<file path="src/rtl/apb_pkg.sv">
// Shared types and constants for the APB register-bank slave.
package apb_pkg;

    localparam int APB_AW = 16;
    localparam int APB_DW = 32;

    // Byte offset of the control register from the window base.
    localparam int CTRL_OFS = 0;

    // Handshake FSM states.
    typedef enum logic [1:0] {
        IDLE   = 2'd0,
        ACCESS = 2'd1,
        DONE   = 2'd2
    } state_t;

    // The read-only status register always occupies the last word of the window.
    function automatic int STATUS_OFS_fn(input int num_regs);
        return (num_regs - 1) * 4;
    endfunction

endpackage

</file>
<file path="src/rtl/apb_wait_counter.sv">
// Wait-state down-counter: loaded at each setup phase, counted down during
// the access phase. The zero flag marks the cycle in which pready may rise.
module apb_wait_counter (
    input  logic       clk_i,
    input  logic       rst_i,
    input  logic       load_i,
    input  logic [3:0] load_val_i,
    input  logic       dec_i,
    output logic       zero_o
);

    logic [3:0] cnt_q;
    logic [3:0] cnt_d;

    // Load has priority; decrement saturates at zero.
    always_comb begin
        cnt_d = cnt_q;
        if (load_i) begin
            cnt_d = load_val_i;
        end else if (dec_i && (cnt_q != 4'd0)) begin
            cnt_d = cnt_q - 4'd1;
        end
    end

    // Counter register with synchronous reset.
    always_ff @(posedge clk_i) begin
        if (rst_i) begin
            cnt_q <= 4'd0;
        end else begin
            cnt_q <= cnt_d;
        end
    end

    assign zero_o = (cnt_q == 4'd0);

endmodule

</file>
<file path="src/rtl/apb_slave_regbank.sv">
// APB slave with CTRL / DATA / STATUS register window and programmable wait
// states taken from CTRL[3:0] at each setup phase.
module apb_slave_regbank
    import apb_pkg::*;
#(
    parameter logic [15:0] BASE_ADDR  = 16'h1000,
    parameter int          NUM_REGS   = 8,
    parameter logic [3:0]  WAIT_RESET = 4'd2
) (
    input  logic              pclk,
    input  logic              preset,
    input  logic              psel,
    input  logic              penable,
    input  logic              pwrite,
    input  logic [APB_AW-1:0] paddr,
    input  logic [APB_DW-1:0] pwdata,
    output logic              pready,
    output logic [APB_DW-1:0] prdata,
    output logic              pslverr
);

    localparam int IW = $clog2(NUM_REGS);
    // CTRL plus the DATA registers are storage; STATUS is a separate counter.
    localparam int NW = NUM_REGS - 1;
    localparam logic [IW-1:0] CTRL_IDX   = IW'(CTRL_OFS / 4);
    localparam logic [IW-1:0] STATUS_IDX = IW'(STATUS_OFS_fn(NUM_REGS) / 4);

    state_t            state_q, state_d;
    logic [IW-1:0]     idx_q, idx_d;
    logic              err_q, err_d;
    logic              wr_q, wr_d;
    logic [APB_DW-1:0] regs_q [NW];
    logic [7:0]        status_q;

    logic [APB_AW-1:0] offset;
    logic              hit;
    logic              waitLoad;
    logic              waitDec;
    logic              waitZero;
    logic              commit;
    logic [APB_DW-1:0] rdSel;

    // Window decode on the live address; only latched during a setup phase.
    assign offset = paddr - BASE_ADDR;
    assign hit    = (paddr[1:0] == 2'b00) && (paddr >= BASE_ADDR) &&
                    (offset < APB_AW'(4 * NUM_REGS));

    apb_wait_counter u_wait (
        .clk_i      (pclk),
        .rst_i      (preset),
        .load_i     (waitLoad),
        .load_val_i (regs_q[CTRL_IDX][3:0]),
        .dec_i      (waitDec),
        .zero_o     (waitZero)
    );

    // Next-state logic: setup latches the access, access counts wait states.
    always_comb begin
        state_d  = state_q;
        idx_d    = idx_q;
        err_d    = err_q;
        wr_d     = wr_q;
        waitLoad = 1'b0;
        waitDec  = 1'b0;
        case (state_q)
            IDLE: begin
                // penable high here is a protocol slip; treat it as setup.
                if (psel) begin
                    state_d  = ACCESS;
                    idx_d    = offset[IW+1:2];
                    err_d    = !hit;
                    wr_d     = pwrite;
                    waitLoad = 1'b1;
                end
            end
            ACCESS: begin
                if (!psel) begin
                    state_d = IDLE;
                end else if (!waitZero) begin
                    waitDec = 1'b1;
                end else if (penable) begin
                    state_d = DONE;
                end
            end
            DONE: begin
                if (psel && !penable) begin
                    state_d  = ACCESS;
                    idx_d    = offset[IW+1:2];
                    err_d    = !hit;
                    wr_d     = pwrite;
                    waitLoad = 1'b1;
                end else begin
                    state_d = IDLE;
                end
            end
            default: state_d = IDLE;
        endcase
    end

    // FSM and latched-access registers; reset aborts any transfer in flight.
    always_ff @(posedge pclk) begin
        if (preset) begin
            state_q <= IDLE;
            idx_q   <= '0;
            err_q   <= 1'b0;
            wr_q    <= 1'b0;
        end else begin
            state_q <= state_d;
            idx_q   <= idx_d;
            err_q   <= err_d;
            wr_q    <= wr_d;
        end
    end

    assign pready  = (state_q == ACCESS) && waitZero;
    assign pslverr = pready && err_q;
    assign commit  = pready && psel && penable;

    // Register bank: writes and the OKAY counter update only on a completing hit.
    always_ff @(posedge pclk) begin
        if (preset) begin
            for (int i = 0; i < NW; i++) begin
                regs_q[i] <= (IW'(i) == CTRL_IDX) ? {28'h0, WAIT_RESET} : '0;
            end
            status_q <= 8'h00;
        end else if (commit && !err_q) begin
            status_q <= status_q + 8'd1;
            if (wr_q) begin
                for (int i = 0; i < NW; i++) begin
                    if (idx_q == IW'(i)) begin
                        regs_q[i] <= pwdata;
                    end
                end
            end
        end
    end

    // Read mux over the latched index.
    always_comb begin
        rdSel = '0;
        if (idx_q == STATUS_IDX) begin
            rdSel = {24'h0, status_q};
        end else begin
            for (int i = 0; i < NW; i++) begin
                if (idx_q == IW'(i)) begin
                    rdSel = regs_q[i];
                end
            end
        end
    end

    assign prdata = (pready && !wr_q && !err_q) ? rdSel : '0;

endmodule

</file>
<file path="config.mk">
export PLATFORM = sky130hd
export DESIGN_NAME = apb_slave_regbank
export DESIGN_NICKNAME = d
export VERILOG_FILES = /design/src/rtl/apb_pkg.sv /design/src/rtl/apb_wait_counter.sv /design/src/rtl/apb_slave_regbank.sv
export SDC_FILE = /design/constraint.sdc
export NUM_CORES = 1
export LEC_CHECK = 0
export BUFFER_PORTS_ARGS = -buffer_cell sky130_fd_sc_hd__buf_4
export CELL_PAD_IN_SITES_DETAIL_PLACEMENT = 1
export CELL_PAD_IN_SITES_GLOBAL_PLACEMENT = 2
export CORE_MARGIN = 3
export CORE_UTILIZATION = 40
export CTS_CLUSTER_DIAMETER = 50
export DETAILED_ROUTE_END_ITERATION = 6
export PLACE_DENSITY = 0.76
export SLEW_MARGIN = 20
export SYNTH_ARGS = -nofsm -noshare
export SYNTH_HDL_FRONTEND = slang
export SYNTH_HIERARCHICAL = 1
export SYNTH_SLANG_ARGS = --single-unit
</file>
<file path="constraint.sdc">
create_clock -name pclk -period 3.63 [get_ports pclk]
set_input_delay 0 -clock pclk [delete_from_list [all_inputs] [get_ports pclk]]
set_output_delay 0 -clock pclk [all_outputs]
set_load 0.03 [all_outputs]
</file>
Word level (Yosys, flattened, before mapping)
Memories as Yosys holds them, arrays and structs flattened.
Cells that the tools add are included.
Widths: inputs -> output; s select.
Word-level totals
  logic and storage cells: 132
  output and inout port bits: 34
  memories kept: 1
  register bits: 19
  memory bits (writable): 224
  bits of input ports: 53
Operators by class
  bitwise logic cells: 7
  reduce and logical (&&, ||, !) cells: 24
  eq/ne operators: 13
  muxes and demuxes: 76
  add/sub/neg operators: 3
  $lt $le $gt $ge: 2
Memory list
  regs_q: words 7, bits a word 32, read ports 7, clocked after memory_dff 0, wr ports 7, line apb_slave_regbank.sv:32  | logic [APB_DW-1:0] regs_q [NW];
Operators by type and width (number)
  $mux 32: 16
  $mux 1: 47
  $ge 16x13->1 const B: 1
  $lt 16x6->1 const B: 1
  $sub 16x13->16 const B: 1
  $eq 3x3->1 const B: 4
  $logic_and 1x1->1: 11
  $add 8x1->8 const B: 1
  $mux 2: 4
  $mux 4: 2
  $or 1x1->1: 7
  $eq 3x2->1 const B: 2
  $mux 3: 2
  $ne 3x3->1 const B: 2
  $pmux 1 s2: 3
  $pmux 2 s3: 1
  $pmux 3 s2: 1
  $reduce_and 3->1: 2
  $logic_not 1->1: 4
  $logic_not 2->1: 2
  $logic_not 4->1: 1
  $ne 2x2->1 const B: 2
  $reduce_bool 2->1: 2
  $reduce_bool 4->1: 1
  5 further kinds: 5

Longest topological paths before layout
  depth in word-level cells: 10
  depth in mapped cells: 11
  depth with buffers taken out: 8

Cells and area by module
The synthesis kept the hierarchy.
Modules (own cells, without submodules)
  apb_slave_regbank: instances 1, area each 10851.7 sq um, cells an instance 861, seq. area each 7026.7 sq um
  apb_wait_counter: instances 1, area each 262.8 sq um, cells an instance 29, seq. area each 80.1 sq um

Worst setup path before layout
OpenSTA, ideal clock, no wires.
  path type: reg-to-reg
  start: register u_wait.cnt_q[1]
  end: memory regs_q[5][0] (enable)
  data required time: 3.236 ns
  library setup time: 0.394 ns
  buffers on the path: 2
  path slack: 0.566 ns
  arrival: 2.670 ns
  stages on the path, launching flop included: 11
  period minus slack after synthesis: 3.064 ns
  cells stage by stage: dfxtp_1 inv_1 ha_1 or3b_4 inv_1 and4b_1 buf_4 and2_4 buf_8 nand4_4 nand2b_1
RTL lines
  start: declaration: line apb_wait_counter.sv:12  | logic [3:0] cnt_q;
  start signal: assignment: line apb_wait_counter.sv:30  | cnt_q <= cnt_d;
  end: declaration: line apb_slave_regbank.sv:32

Final worst setup path
  start: register u_wait.cnt_q[1]
  end: output port prdata[31]
On the way
  word-level cells in the longest chain between the ends: 5
RTL lines
  $logic_not 4->1: line apb_wait_counter.sv:34  | assign zero_o = (cnt_q == 4'd0);
  named net waitZero: line apb_slave_regbank.sv:39  | logic waitZero;
  $logic_and 1x1->1: line apb_slave_regbank.sv:115  | assign pready = (state_q == ACCESS) && waitZero;
  $logic_and 1x1->1 (2 in a row): line apb_slave_regbank.sv:152  | assign prdata = (pready && !wr_q && !err_q) ? rdSel : '0;
  $mux 32: line apb_slave_regbank.sv:152
  end: declaration: line apb_slave_regbank.sv:18  | output logic [APB_DW-1:0] prdata,
The timed path passes the listed nets, and every way through them passes these cells.

==> metrics list <==
- The synthesized design contains 243 register bits.
- IO Pins: 87
* Cts bufs inserted: 34
- Placement Cell Area: 12180 um2
- Once layout is done, the placed cells without fillers occupy 13650 um2.
* Final setup viols: 0
- Critical path startpoint: u_wait/cnt_q[1]
- Placer Congestion: 0.7329
* Global route overflow: 0
- Vias in the first global route: 8201
- In the routed design, unresolved DRC markers number 0.
- Total Neg Setup Slack: 0 ps
* Most common cell after layout, fill and taps aside: edfxtp_1
* Vias post-DR: 7492
* Final wirelength: 30.95 mm
* Floorplan core area: 27100 um2
* Worst Hold Path EP: idx_q[1]
* Overall die height: 172.7 um
* Cell accounting for the most synthesized area: edfxtp_1
- STA classifies the critical path startpoint as a flop.
- For this run, the register share of the synthesized area comes to 63.94%.
- Crit Path Max Fanout: 24
- Buffers inserted during post-CTS setup optimization: 0
- The die covers 29820 um2.
* Number of buffers on the longest clock path: 3
* Start point of the worst hold path: preset
- Clock tree synthesis selected as its root buffer the cell clkbuf_16.
* Area fraction of the dominant cell type after synthesis: 60.52%
* Post-route clock skew: 14.75 ps
* Share of post-route cells with drive strength above 1: 22.29%
- The final layout contains 1072 nets.
* Highest-count cells in the layout ignoring fill and taps: edfxtp_1, nor2_1, buf_4
* Port-buffer cells: 86
- Unrepaired setup endpoints after global routing: false
* Area growth, synth to finish: 22.78%
- Most area-consuming cells after synthesis: edfxtp_1, nor2_1, mux4_2
- Leakage component of the power: 4.974 nW
- Slack of the critical path: 295.3 ps
- Worst hold slack after final layout: -5.143 ps
* Violation count after the first detailed-routing iteration: 659
- Counting distinct cell types in the post-synthesis netlist gives 58.
- Synthesis produced 890 cells.
- FF-to-FF path depth: 9
- The initial antenna violation count is 0.
* Net Count, Synth: 945
- Entering global routing, the biggest net connects 64 pins.
* Htree depth: 2
* DP HPWL: 18.36 mm
* Synth warnings: 6
- Endpoints failing hold: 1
- For this configuration, the core starts out at a cell density of 41.01%.
* Category of the worst setup path capture point: output port
- Summing internal, switching and leakage power gives 6.959 mW.
- The endpoint identified for the worst register-to-register timing path is regs_q[4][23].
- Top FF cell, synth: edfxtp_1
- The floorplan step set the die width to 172.7 um.
- Once detail routing completed, the nets flagged for antenna violations numbered 0.
* Overall routing resource usage: 20.88%
- Across the VDD grid, the largest voltage drop is 0.3851 mV.
- Across all register-to-register paths, the minimum setup slack is 610 ps.
- Synthesized area per cell: 12.49 um2
- The mapped netlist covers 11110 um2.
* Async set or reset register ratio after synthesis: 0%
- Cells fill 50.36% of the core in the end.
- Tightest slew margin relative to the limit: 35.10%
- Worst slack at placement: 636.7 ps
- Sinks on Clock Net: 243
- For the pin with the worst max-slew slack, the measured transition is 971.7 ps.
* Post-DR wirelength/cell: 21.90 um
- Power Dens Cells: 509.9 nW/um2
* Count of flip-flops with a built-in enable after synthesis: 224
* WHS Path Cells: 2
- The critical path in this run is classified as reg2out.
* Violations in the final reports: negative hold slack
* First-pass detailed-route iteration total: 5
- Dividing the final minimum period by the clock period gives 91.87%.
- At the worst endpoint, the required time is 3630 ps.
- Std cell rows: 60
- Later-pin clock latency in the skew report: 510 ps
* Worst hold-check path type: in2reg
- Minimum clock period: 3335 ps
- The run finished, with violations left.
- Data on the critical path arrives at its endpoint at 3330 ps.
* Clock-pin slew of the registers on the worst-case setup and hold paths: 50 ps
- For this run, the top clock speed supported by timing is 0.2999 GHz.
- The startpoint identified for the worst register-to-register timing path is u_wait/cnt_q[1].
- Number of filler instances in the final layout: 2789
* Antenna cells: 0
* Global-route wire length before repair: 48.65 mm
- CTS tree: done
* Max_cap viols: 0
* Vias per std cell: 5.302
- The final-report max-slew violation count is 0.
[worst max-delay path, stage by stage, from the launching register on]
cell and delay, ps:
dfxtp_1 320, inv_1 110, ha_1 220, or3b_4 440, inv_1 120, nand3b_1 160
nor3_4 400, nand2_1 90, buf_4 270, nor3_1 440, buf_4 250
[worst max path at each step]
stage                     to  slack [ps]  cells after the start
6_report          prdata[31]         300                     10
5_1_grt           prdata[31]         190                     10
4_1_cts           prdata[31]         330                     10
3_5_place_dp   regs_q[4][30]         640                      9
3_3_place_gp   regs_q[4][30]         710                      9
2_1_floorplan   regs_q[5][0]         570                     10
[layout make-up]
cell class | count | area, um2 | share of cell area (%)
Sequential cell | 243 | 7114 | 52.13
Inverter | 39 | 146.4 | 1.073
Clock inverter | 17 | 136.4 | 0.9994
Tap cell | 372 | 465.4 | 3.411
Clock buffer | 43 | 948.4 | 6.950
Timing Repair Buffer | 150 | 1309 | 9.590
Multi-Input combinational cell | 549 | 3527 | 25.85
[routing by layer]
layer  share of wire, %  track usage (%)  routed length (um)  vias up
met5                  0                0                   0        -
met4                2.0            5.574                 608        0
met3                3.2            2.964                1000       42
met2                 51            36.84               15840      147
met1                 44            27.16               13500     3824
li1                   -                -                   -     3479
[Yosys cell counts (all sizes together), types with 4 or more instances]
library cell	n
nor2	233
edfxtp	224
nand2	47
buf	40
inv	39
nand2b	39
a21oi	31
mux4	30
o21ai	26
nor3	25
a221oi	21
clkbuf	19
dfxtp	19
mux2i	17
mux2	7
nand3	7
nand4	7
o221ai	7
and2	4
xor2	4
[report_power, final]
| part | internal, mW | switching [mW] |
|---|---|---|
| clock | 1.94 | 1.25 |
| sequential | 3.16 | 0.0615 |
| combinational | 0.228 | 0.314 |
| total | 5.33 | 1.63 |
[flip-flops by register name (all words and copies together), names as in the netlist]
register      cells
regs_q          224
status_q          8
u_wait/cnt_q      4
idx_q             3
state_q           2
err_q             1
wr_q              1
[timing repair]
action | 4_1_cts | 5_1_grt
hold buffers | 38 | 0
gates resized for setup | 0 | 0
hold endpoints to repair | 127 | 0
endpoints found under the setup margin | 0 | 0
[through the flow]
stage / std cells / hold slack (ps)
finish: 1413 / -5.143
global route: 1413 / 40.14
floorplan: 890 / 72.14
global placement: 1315 / 238.0
CTS: 1413 / 12.33
detailed placement: 1315 / 250.5
[kinds of logic after synthesis]
logic type	after synthesis	synth area share, %
XOR/XNOR	5	0.3940
AND/OR/NAND/NOR	382	16.08
AO/OA/AOI/OAI	106	6.563
buffers and inverters	98	4.480
multiplexers	54	8.319
adder cells (fa/ha/maj)	2	0.2251
flip-flops	243	63.94
Note: power is estimated with default switching activity, not from simulation.
